<file path="config.mk">
export PLATFORM = sky130hd
export DESIGN_NAME = instruction_loader
export DESIGN_NICKNAME = d
export VERILOG_FILES = /design/src/rtl/instruction_loader_pkg.sv /design/src/rtl/instruction_loader_byte_packer.sv /design/src/rtl/instruction_loader.sv
export SDC_FILE = /design/constraint.sdc
export NUM_CORES = 1
export LEC_CHECK = 0
export BUFFER_PORTS_ARGS = -buffer_cell sky130_fd_sc_hd__buf_4
export CAP_MARGIN = 10
export CORE_AREA = 2 2 122 124
export DETAILED_ROUTE_END_ITERATION = 8
export DIE_AREA = 0 0 124 126
export PLACE_DENSITY = 0.68
export SLEW_MARGIN = 20
export SYNTH_ARGS = -nofsm -noshare
export SYNTH_HDL_FRONTEND = slang
export SYNTH_SLANG_ARGS = --single-unit
</file>
<file path="constraint.sdc">
create_clock -name i_Clk -period 5.2 [get_ports i_Clk]
set_clock_uncertainty 0.2 [all_clocks]
set_input_delay 0.26 -clock i_Clk [delete_from_list [all_inputs] [get_ports i_Clk]]
set_output_delay 0.26 -clock i_Clk [all_outputs]
set_load 0.005 [all_outputs]
</file>
<file path="src/rtl/instruction_loader_pkg.sv">
// Shared constants for the program loader: FSM encodings, word geometry and
// the end-of-program marker.
package instruction_loader_pkg;

  localparam logic [1:0] S_IDLE  = 2'd0;
  localparam logic [1:0] S_LOAD  = 2'd1;
  localparam logic [1:0] S_DONE  = 2'd2;
  localparam logic [1:0] S_ERROR = 2'd3;

  localparam int unsigned WORD_WIDTH_DEF = 32;
  localparam int unsigned BYTE_WIDTH_DEF = 8;
  localparam int unsigned BYTES_PER_WORD = WORD_WIDTH_DEF / BYTE_WIDTH_DEF;
  localparam int unsigned BCNT_W         = $clog2(BYTES_PER_WORD);

  localparam logic [WORD_WIDTH_DEF-1:0] DEFAULT_HALT_WORD = 32'hFFFF_FFFF;

endpackage

</file>
<file path="src/rtl/instruction_loader_byte_packer.sv">
// Big-endian byte-to-word assembler. The word and its ready strobe are
// presented in the same cycle as the final byte so the loader can register the write.
module byte_packer
  import instruction_loader_pkg::*;
#(
  parameter int unsigned WORD_WIDTH = 32,
  parameter int unsigned BYTE_WIDTH = 8
) (
  input  logic                  i_clk,
  input  logic                  i_rst,
  input  logic                  i_clear,
  input  logic                  i_en,
  input  logic                  i_valid,
  input  logic [BYTE_WIDTH-1:0] i_byte,
  output logic [WORD_WIDTH-1:0] o_word_c,
  output logic                  o_word_ready_c
);

  localparam int unsigned SHIFT_W = WORD_WIDTH - BYTE_WIDTH;

  logic [BCNT_W-1:0]  r_cnt;
  logic [SHIFT_W-1:0] r_shift;
  logic               w_accept;

  assign w_accept       = i_en & i_valid;
  assign o_word_c       = {r_shift, i_byte};
  assign o_word_ready_c = w_accept && (r_cnt == BCNT_W'(BYTES_PER_WORD - 1));

  // Earlier bytes move toward the MSBs; the counter wraps naturally on the last byte.
  always_ff @(posedge i_clk or posedge i_rst) begin
    if (i_rst) begin
      r_cnt   <= '0;
      r_shift <= '0;
    end else if (i_clear) begin
      r_cnt   <= '0;
      r_shift <= '0;
    end else if (w_accept) begin
      r_cnt   <= r_cnt + BCNT_W'(1);
      r_shift <= o_word_c[SHIFT_W-1:0];
    end
  end

endmodule

</file>
<file path="src/rtl/instruction_loader.sv">
// Streams program bytes into instruction memory as words, stopping on the
// halt word or when memory is full.
module instruction_loader #(
  parameter int unsigned MEM_SIZE    = 5,
  parameter int unsigned WORD_WIDTH  = 32,
  parameter int unsigned ADDR_LENGTH = 32,
  parameter int unsigned BYTE_WIDTH  = 8,
  parameter logic [WORD_WIDTH-1:0] HALT_WORD = instruction_loader_pkg::DEFAULT_HALT_WORD
) (
  input  logic                   i_Clk,
  input  logic                   i_Reset,
  input  logic                   i_Start,
  input  logic [BYTE_WIDTH-1:0]  i_Byte,
  input  logic                   i_ByteValid,
  output logic                   o_WrEn,
  output logic [ADDR_LENGTH-1:0] o_WrAddr,
  output logic [WORD_WIDTH-1:0]  o_WrData,
  output logic                   o_Busy,
  output logic                   o_Done,
  output logic                   o_Overflow,
  output logic [ADDR_LENGTH-1:0] o_WordCount
);

  import instruction_loader_pkg::*;

  logic [1:0]             r_state;
  logic                   r_wr_en;
  logic [ADDR_LENGTH-1:0] r_wr_addr;
  logic [WORD_WIDTH-1:0]  r_wr_data;
  logic [ADDR_LENGTH-1:0] r_count;
  logic                   r_busy;
  logic                   r_done;
  logic                   r_overflow;

  logic [1:0]             w_state_next;
  logic                   w_wr_en_next;
  logic [ADDR_LENGTH-1:0] w_wr_addr_next;
  logic [WORD_WIDTH-1:0]  w_wr_data_next;
  logic [ADDR_LENGTH-1:0] w_count_next;
  logic                   w_pack_en;
  logic [WORD_WIDTH-1:0]  w_word;
  logic                   w_word_ready;

  // A start pulse wins over any byte arriving in the same cycle.
  assign w_pack_en = (r_state == S_LOAD) && !i_Start;

  byte_packer #(
    .WORD_WIDTH (WORD_WIDTH),
    .BYTE_WIDTH (BYTE_WIDTH)
  ) u_byte_packer (
    .i_clk          (i_Clk),
    .i_rst          (i_Reset),
    .i_clear        (i_Start),
    .i_en           (w_pack_en),
    .i_valid        (i_ByteValid),
    .i_byte         (i_Byte),
    .o_word_c       (w_word),
    .o_word_ready_c (w_word_ready)
  );

  always_ff @(posedge i_Clk or posedge i_Reset) begin
    if (i_Reset) begin
      r_state    <= S_IDLE;
      r_wr_en    <= 1'b0;
      r_wr_addr  <= '0;
      r_wr_data  <= '0;
      r_count    <= '0;
      r_busy     <= 1'b0;
      r_done     <= 1'b0;
      r_overflow <= 1'b0;
    end else begin
      r_state    <= w_state_next;
      r_wr_en    <= w_wr_en_next;
      r_wr_addr  <= w_wr_addr_next;
      r_wr_data  <= w_wr_data_next;
      r_count    <= w_count_next;
      r_busy     <= (w_state_next == S_LOAD);
      r_done     <= (w_state_next == S_DONE);
      r_overflow <= (w_state_next == S_ERROR);
    end
  end

  // A completed word is written unless memory is already full.
  always_comb begin
    w_state_next   = r_state;
    w_wr_en_next   = 1'b0;
    w_wr_addr_next = r_wr_addr;
    w_wr_data_next = r_wr_data;
    w_count_next   = r_count;
    if (i_Start) begin
      w_state_next   = S_LOAD;
      w_wr_addr_next = '0;
      w_count_next   = '0;
    end else if ((r_state == S_LOAD) && w_word_ready) begin
      if (r_count == ADDR_LENGTH'(MEM_SIZE)) begin
        w_state_next = S_ERROR;
      end else begin
        w_wr_en_next   = 1'b1;
        w_wr_addr_next = r_count;
        w_wr_data_next = w_word;
        w_count_next   = r_count + ADDR_LENGTH'(1);
        if (w_word == HALT_WORD) begin
          w_state_next = S_DONE;
        end
      end
    end
  end

  assign o_WrEn      = r_wr_en;
  assign o_WrAddr    = r_wr_addr;
  assign o_WrData    = r_wr_data;
  assign o_WordCount = r_count;
  assign o_Busy      = r_busy;
  assign o_Done      = r_done;
  assign o_Overflow  = r_overflow;

endmodule

</file>
==> results.cfg, run 1 <==
[timing]
drv_slew = 0
setup_ws_ps = 2280
min_period_ps = 2920
finalSetupTns_ps = 0
finalCritPeriodShare_pct = 56.1
slew-limit-headroom_pct = 30.7
hold_viol = 0
rsz0062_at_grt = no
max_freq_mhz = 343
worstMarginPinSlew_ps = 1040
setup_violations = 0

[yosys]
synth-async-reset-ratio_pct = 100
synth-compound-area-share_pct = 6.55
syn_area_um2 = 5600
synth_top_family_by_area = simple AND/OR/NAND/NOR gates
yosysSeqAreaShare_pct = 57.2
syn_avg_cell_area_um2 = 9.16
synth-seq-cells = 128
synth_edf_count = 0
synth_nets = 626
synth-simple-area-share_pct = 29.0
synth_cell_types = 46
synth_mux_area_share_pct = 0.738
synthAdderAreaFrac_pct = 0.671
ys_warn_count = 0
synth-main-ff-cell = dfrtp_1
synth_cells = 611
synth_xor_area_share_pct = 2.19

[cts]
cts_tree = done
clk_latency_ps = 410
root_buffer = clkbuf_16
clk_pin_slew_worst_paths_ps = 60
ctsHtreeMaxLevel = 4
clockBufferDepth = 2
numCtsBuffers = 17
clock-sinks = 128

[global_route]
grt_max_degree = 88
antenna_found_initial = 0
grt_pass1_wl_mm = 23.4
gr-total-overflow = 0
grt_pass1_vias = 4684
grtUsageTotal_pct = 19.1

[critical_path]
cp_max_fo = 87
cp_data_arrival_time_ps = 2990
critPathCaptureType = flop
crit_chain = ha_1 > nor4b_1 > nand4_1 > o21ai_4 > buf_4 > or4b_2 > a21oi_1
cp_slowest_cell = buf_4
slowest_delay_ps = 680
cp.required_ps = 5270
critPathLaunchType = flop
path_class = flop to flop

[placed_design]
dp_slack_ps = 2330
place_inst = 873
placed_cell_area_um2 = 6550
gp_congestion = 0.869
post-dp-hpwl_mm = 9.41
io_buffer_count = 111

[floorplan]
die_h_um = 126
core.rowCount = 44
die_w_um = 124
die_area_um2 = 15600
start_util_pct = 39.1
num_io_pins = 112
coreArea_um2 = 14300

[finish]
finalInstanceArea_um2 = 7230
syn_to_final_growth_pct = 29.3
diodes = 0
drive_gt1_share_pct = 21.5
instances_no_fill = 913
fin_nets = 732

[power_and_ir_drop]
irDropWorstVdd_mv = 0.242
power.switching_uw = 509
p_leak_uw = 0.00358
combPwrFrac_pct = 5.7
p_int_uw = 1870
switching_share_pct = 21.4
powerDensity_nw_per_um2 = 329
sequentialPowerShare_pct = 44.6
power_frac_clock_pct = 49.7

[job]
maxCapViolCount = 0

[drt]
drt_iter0_drc = 310
drt_pass1_iterations = 4
detail-route-antenna-nets = 0
drc = 0
routed_wl_mm = 14.2
avgViaCountPerCell = 5.20
wl_per_cell_um = 15.6
vias = 4750

[outcome]
status = completed

[hold_path]
min-delay-path-class = primary input to flop
## state kept, by name, indices dropped and copies added (netlist names)
| name | cells |
|---|---|
| u_byte_packer.r_shift | 24 |
| o_WrAddr | 32 |
| o_WrData | 32 |
| o_Overflow | 1 |
| o_Busy | 1 |
| o_WordCount | 32 |
| u_byte_packer.r_cnt | 2 |
| o_WrEn | 1 |
| r_state | 2 |
| o_Done | 1 |
## stage by stage
stage,util [%],power [uW],hold WS (ps)
CTS,50.5,2400,12.3
floorplan,-,1140,165
detailed placement,45.8,1210,263
finish,50.5,2380,27.7
global placement,45.7,1210,265
global route,50.5,2470,25.9
## cell usage after synthesis, types with 8 or more instances
master,instances,area (um^2)
inv_1,9,33.8
dfrtp_1,128,3200
o21ai_0,28,140
nand2_1,220,826
xnor2_1,10,87.6
nand4_1,18,113
nor2_1,19,71.3
nand3_1,46,230
clkbuf_1,25,93.8
o21ai_1,8,40.0
a21oi_1,10,50.1
nor3_1,11,55.1
## worst paths after layout
check | cells past startpoint | start | to | slack, ps
worst max-delay path | 7 | o_WordCount[0] | o_WordCount[11] | 2280
worst max register to register | 7 | o_WordCount[0] | o_WordCount[11] | 2280
worst min register to register | 2 | o_WrData[7] | o_WrData[7] | 280
max in group asynchronous | 4 | i_Reset | u_byte_packer.r_shift[1] | 3160
min in group asynchronous | 3 | i_Reset | o_Overflow | 390
worst min-delay path | 3 | i_ByteValid | u_byte_packer.r_cnt[0] | 30
## cell usage in the layout, fill, tap and decap left out, types with 2 or more instances in the layout
cell	Yosys	final
a21oi_1	10	10
and2_1	2	2
and4_1	3	3
buf_4	2	114
bufinv_16	0	2
clkbuf_1	25	3
clkbuf_16	0	17
clkbuf_8	0	6
clkinv_2	0	3
dfrtp_1	128	128
dlygate4sd3_1	0	9
ha_1	3	3
inv_1	9	8
inv_4	0	2
mux2i_1	3	3
nand2_1	220	220
nand3_1	46	46
nand4_1	18	18
nor2_1	19	19
nor3_1	11	11
nor4_1	7	7
nor4b_1	2	2
o211ai_1	3	3
o21a_1	2	2
o21ai_0	28	28
o21ai_1	8	8
o31ai_1	7	7
or2_2	2	2
or3_1	5	5
or4_1	7	7
xnor2_1	10	10
xor2_1	4	4
## timing repair
item | CTS | global route
hold buffers | 9 | 0
gates resized for setup | 0 | 0
buffers inserted | 0 | 0
hold endpoints to repair | 90 | 0
## routing by layer
metal | vias to the layer above | wire, um | GRT usage (%)
met5 | - | 0 | 0
met4 | 0 | 233 | 6.35
met3 | 14 | 708 | 5.43
met2 | 130 | 7100 | 31.0
met1 | 2329 | 6170 | 24.6
li1 | 2277 | - | -
## critical path: cells and delay by family, from the launching register on
family / cells / cell delay, ps
simple gates: 3 / 880
buf+inv: 1 / 680
flops: 1 / 480
compound gates: 2 / 290
fa+ha+maj: 1 / 220
## power groups by stage
stage | logic (uW) | registers [uW] | clock network, uW
after floorplan | 63.7 | 1070 | 0
after global placement | 132 | 1080 | 0
after detailed placement | 134 | 1080 | 0
after CTS | 140 | 1060 | 1200
after global routing | 155 | 1070 | 1250
final | 136 | 1060 | 1180
## cells by family (layout without fill, tap and decap cells)
family / count (synthesis) / count (layout)
buf+inv: 47 / 165
xor+xnor: 14 / 14
mux: 4 / 4
compound gates: 63 / 63
simple gates: 352 / 352
fa+ha+maj: 3 / 3
flops: 128 / 128
## layout make-up
class                      instances  area [um^2]
multi-input combinational        436         2210
sequential                       128         3200
timing repair buffer             123          946
clock inverter                     5         75.1
clock buffer                      26          519
tap                              184          230
inverter                          11         46.3
fill                            1330         7080
Note: power is estimated with default switching activity, not from simulation.
==> run 2, diff against run 1 <==
--- a/config.mk
+++ b/config.mk
@@ -5,11 +5,12 @@
 export SDC_FILE = /design/constraint.sdc
 export NUM_CORES = 1
 export LEC_CHECK = 0
+export ABC_AREA = 1
 export BUFFER_PORTS_ARGS = -buffer_cell sky130_fd_sc_hd__buf_4
 export CAP_MARGIN = 10
-export CORE_AREA = 2 2 122 124
+export CORE_AREA = 2 2 127 129
 export DETAILED_ROUTE_END_ITERATION = 8
-export DIE_AREA = 0 0 124 126
+export DIE_AREA = 0 0 129 131
 export PLACE_DENSITY = 0.68
 export SLEW_MARGIN = 20
 export SYNTH_ARGS = -nofsm -noshare
==> constraint.sdc (replaced) <==
create_clock -name i_Clk -period 2.8 [get_ports i_Clk]
set_clock_uncertainty 0.2 [all_clocks]
set_input_delay 0.14 -clock i_Clk [delete_from_list [all_inputs] [get_ports i_Clk]]
set_output_delay 0.14 -clock i_Clk [all_outputs]
set_load 0.005 [all_outputs]
==> run 2 against run 1 <==
Effect of this change:
- utilization is 0.82 points higher
- count of clock-buffer cells in the layout is 8 lower
- worst setup slack worse by 1900 ps
- critical path depth is 2 higher
- combinational power grew to 4.1 times the previous value
- design area is 11% higher
- global-route usage is 0.76 points higher
==> results.cfg, run 2 <==
[power_and_ir_drop]
p_leak_uw = 0.00400
powerDensity_nw_per_um2 = 603
irDropWorstVdd_mv = 0.400

[cts]
cts_tree = done
ctsResizeCount = 0
numCtsBuffers = 17
clk_pin_slew_worst_paths_ps = 60
clockBufferDepth = 2
clock-sinks = 128
clk_latency_ps = 430
root_buffer = clkbuf_16
ctsHtreeMaxLevel = 4

[timing]
rsz0062_at_grt = no
setup_violations = 0
worstMarginPinSlew_ps = 926
finalSetupTns_ps = 0
max_freq_mhz = 415
whs_ps = 46.6
slew-limit-headroom_pct = 38.2
finalCritPeriodShare_pct = 86.1
drv_slew = 0
hold_viol = 0
setup_ws_ps = 388
min_period_ps = 2410

[finish]
seq_area_um2 = 3200
fillers = 1524
fin_nets = 940
layout_commonest_cell = nand2_1
final_util_pct = 51.4
diodes = 0
multi_input_comb_area_um2 = 2520
syn_to_final_growth_pct = 31.2
final_cell_mix = nand2_1 (303), buf_4 (135), dfrtp_1 (128), nor2_1 (120), inv_1 (54)
drive_gt1_share_pct = 21.1

[floorplan]
die_h_um = 131
die_w_um = 129
start_util_pct = 39.1
coreArea_um2 = 15600
core.rowCount = 46
num_io_pins = 112
die_area_um2 = 16900

[global_route]
grt_pass1_wl_mm = 25.7
grt_pass1_vias = 5071
gr-total-overflow = 0
grtUsageTotal_pct = 19.9
grt_max_degree = 77
antenna_found_initial = 0

[critical_path]
cp_max_fo = 56
cp_slowest_cell = nor2_4
critical_path_buf_inv_count = 1
cp.depth = 9
crit_start = o_WordCount[0]
crit_end = o_WrData[23]
crit_chain = ha_1 > nand3_1 > nor2_1 > nand2_1 > nor2_4 > nor2_4 > buf_12 > nor2_1 > a21oi_1
cp_data_arrival_time_ps = 2560
worstReg2RegEnd = o_WrData[23]
slowest_delay_ps = 550
regToRegStartpoint = o_WordCount[0]
path_class = flop to flop
reg2reg_slack_ps = 390
r2r_cells = 9
critPathLaunchType = flop
cp.required_ps = 2950
path_delay_family = simple AND/OR/NAND/NOR gates
critPathCaptureType = flop

[drt]
routed_wl_mm = 16.5
wl_met3_um = 808
detail-route-antenna-nets = 0
wl_met2_mm = 8.33
avgViaCountPerCell = 4.74
wl_met1_mm = 7.01
drc = 0
vias = 5469
top_layer = met4
drt_pass1_iterations = 5
wl_per_cell_um = 14.3
drt_iter0_drc = 328

[placed_design]
io_buffer_count = 111
dp_slack_ps = 170
post-dp-hpwl_mm = 11.5
gp_congestion = 0.937

[yosys]
synth_area_leaders = dfrtp_1 (52%), nand2_1 (19%), nor2_1 (7.4%)
syn_area_um2 = 6110
yosys.area.top_type_share_pct = 52.5
synth_edf_count = 0
yosys.area.top_type = dfrtp_1
synthTopCellsByCount = nand2_1 (303), dfrtp_1 (128), nor2_1 (120)
synth-seq-cells = 128
synth_cells = 783
synth-main-ff-cell = dfrtp_1
synth_cell_types = 30
synth-async-reset-ratio_pct = 100
synth.most_common_cell = nand2_1
yosysSeqAreaShare_pct = 52.5
syn_avg_cell_area_um2 = 7.80
synth_nets = 798
ys_warn_count = 0

[outcome]
status = completed

[hold_path]
min-delay-path-class = primary input to flop
min_path_cells = 5

[job]
maxCapViolCount = 0
==> run 2: changes by cell type in the layout (fill, tap and decap cells not counted), sizes merged, moves of 11 or more <==
cell	delta
nand4	-18
a21oi	+15
inv	+54
o22ai	+16
nor2	+108
nand2	+86
nor3	-11
buf	+26
==> run 2: final cells by class <==
type                            count  area share [%]
Clock inverter                     14            1.83
Timing Repair Buffer              150            15.2
Inverter                           58            2.78
Sequential cell                   128            40.0
Multi-Input combinational cell    570            31.5
Tap cell                          216            3.37
Clock buffer                       18            5.36
==> run 2: worst register-to-register path: stages, from the launching register on <==
cell	delay [ps]
dfrtp_1	450
ha_1	250
nand3_1	80
nor2_1	50
nand2_1	90
nor2_4	100
nor2_4	550
buf_12	330
nor2_1	100
a21oi_1	130
==> run 2: cell families after synthesis <==
logic type                 count (synthesis)  share of synthesized area [%]
buffers and inverters                     86                           6.29
and+or+nand+nor                          474                           31.2
adders and majority gates                  3                          0.615
xor gates and xnor gates                  14                           2.01
DFF                                      128                           52.5
AOI/OAI and AO/OA                         78                           7.44
==> run 2: power breakdown <==
group          internal, uW  switching [uW]  leakage, uW
clock                  1250             910     0.000277
combinational           290             266      0.00199
sequential             2010            99.4      0.00174
total                  3550            1280      0.00400
==> run 2: worst min-delay path by stage <==
stage	startpoint	endpoint	slack (ps)
after CTS	i_ByteValid	r_state[0]	50
after global routing	i_ByteValid	r_state[0]	70
final	i_ByteValid	r_state[0]	50
after global placement	i_Reset	o_WrData[1]	90
after detailed placement	i_Reset	o_WrData[1]	90
after floorplan	i_Byte[0]	o_WrData[0]	90
==> run 2: layer usage <==
metal / vias up / global-route usage, %
met5: - / 0
met4: 0 / 6.97
met3: 23 / 5.21
met2: 141 / 33.9
met1: 2567 / 24.6
li1: 2738 / -
==> run 2: metrics by stage <==
stage                     power (uW)  area (um^2)  cells
after CTS                       4870         8000   1153
after detailed placement        2690         7330   1111
after global placement          2670         7330   1111
final                           4830         8010   1154
after global routing            5040         8010   1154
after floorplan                 2380         6110    783
==> run 2: timing repair <==
item / 4_1_cts / 5_1_grt
hold buffers: 10 / 0
setup endpoints to repair: 0 / 4
setup buffers: 0 / 0
endpoints found under the hold margin: 53 / 0
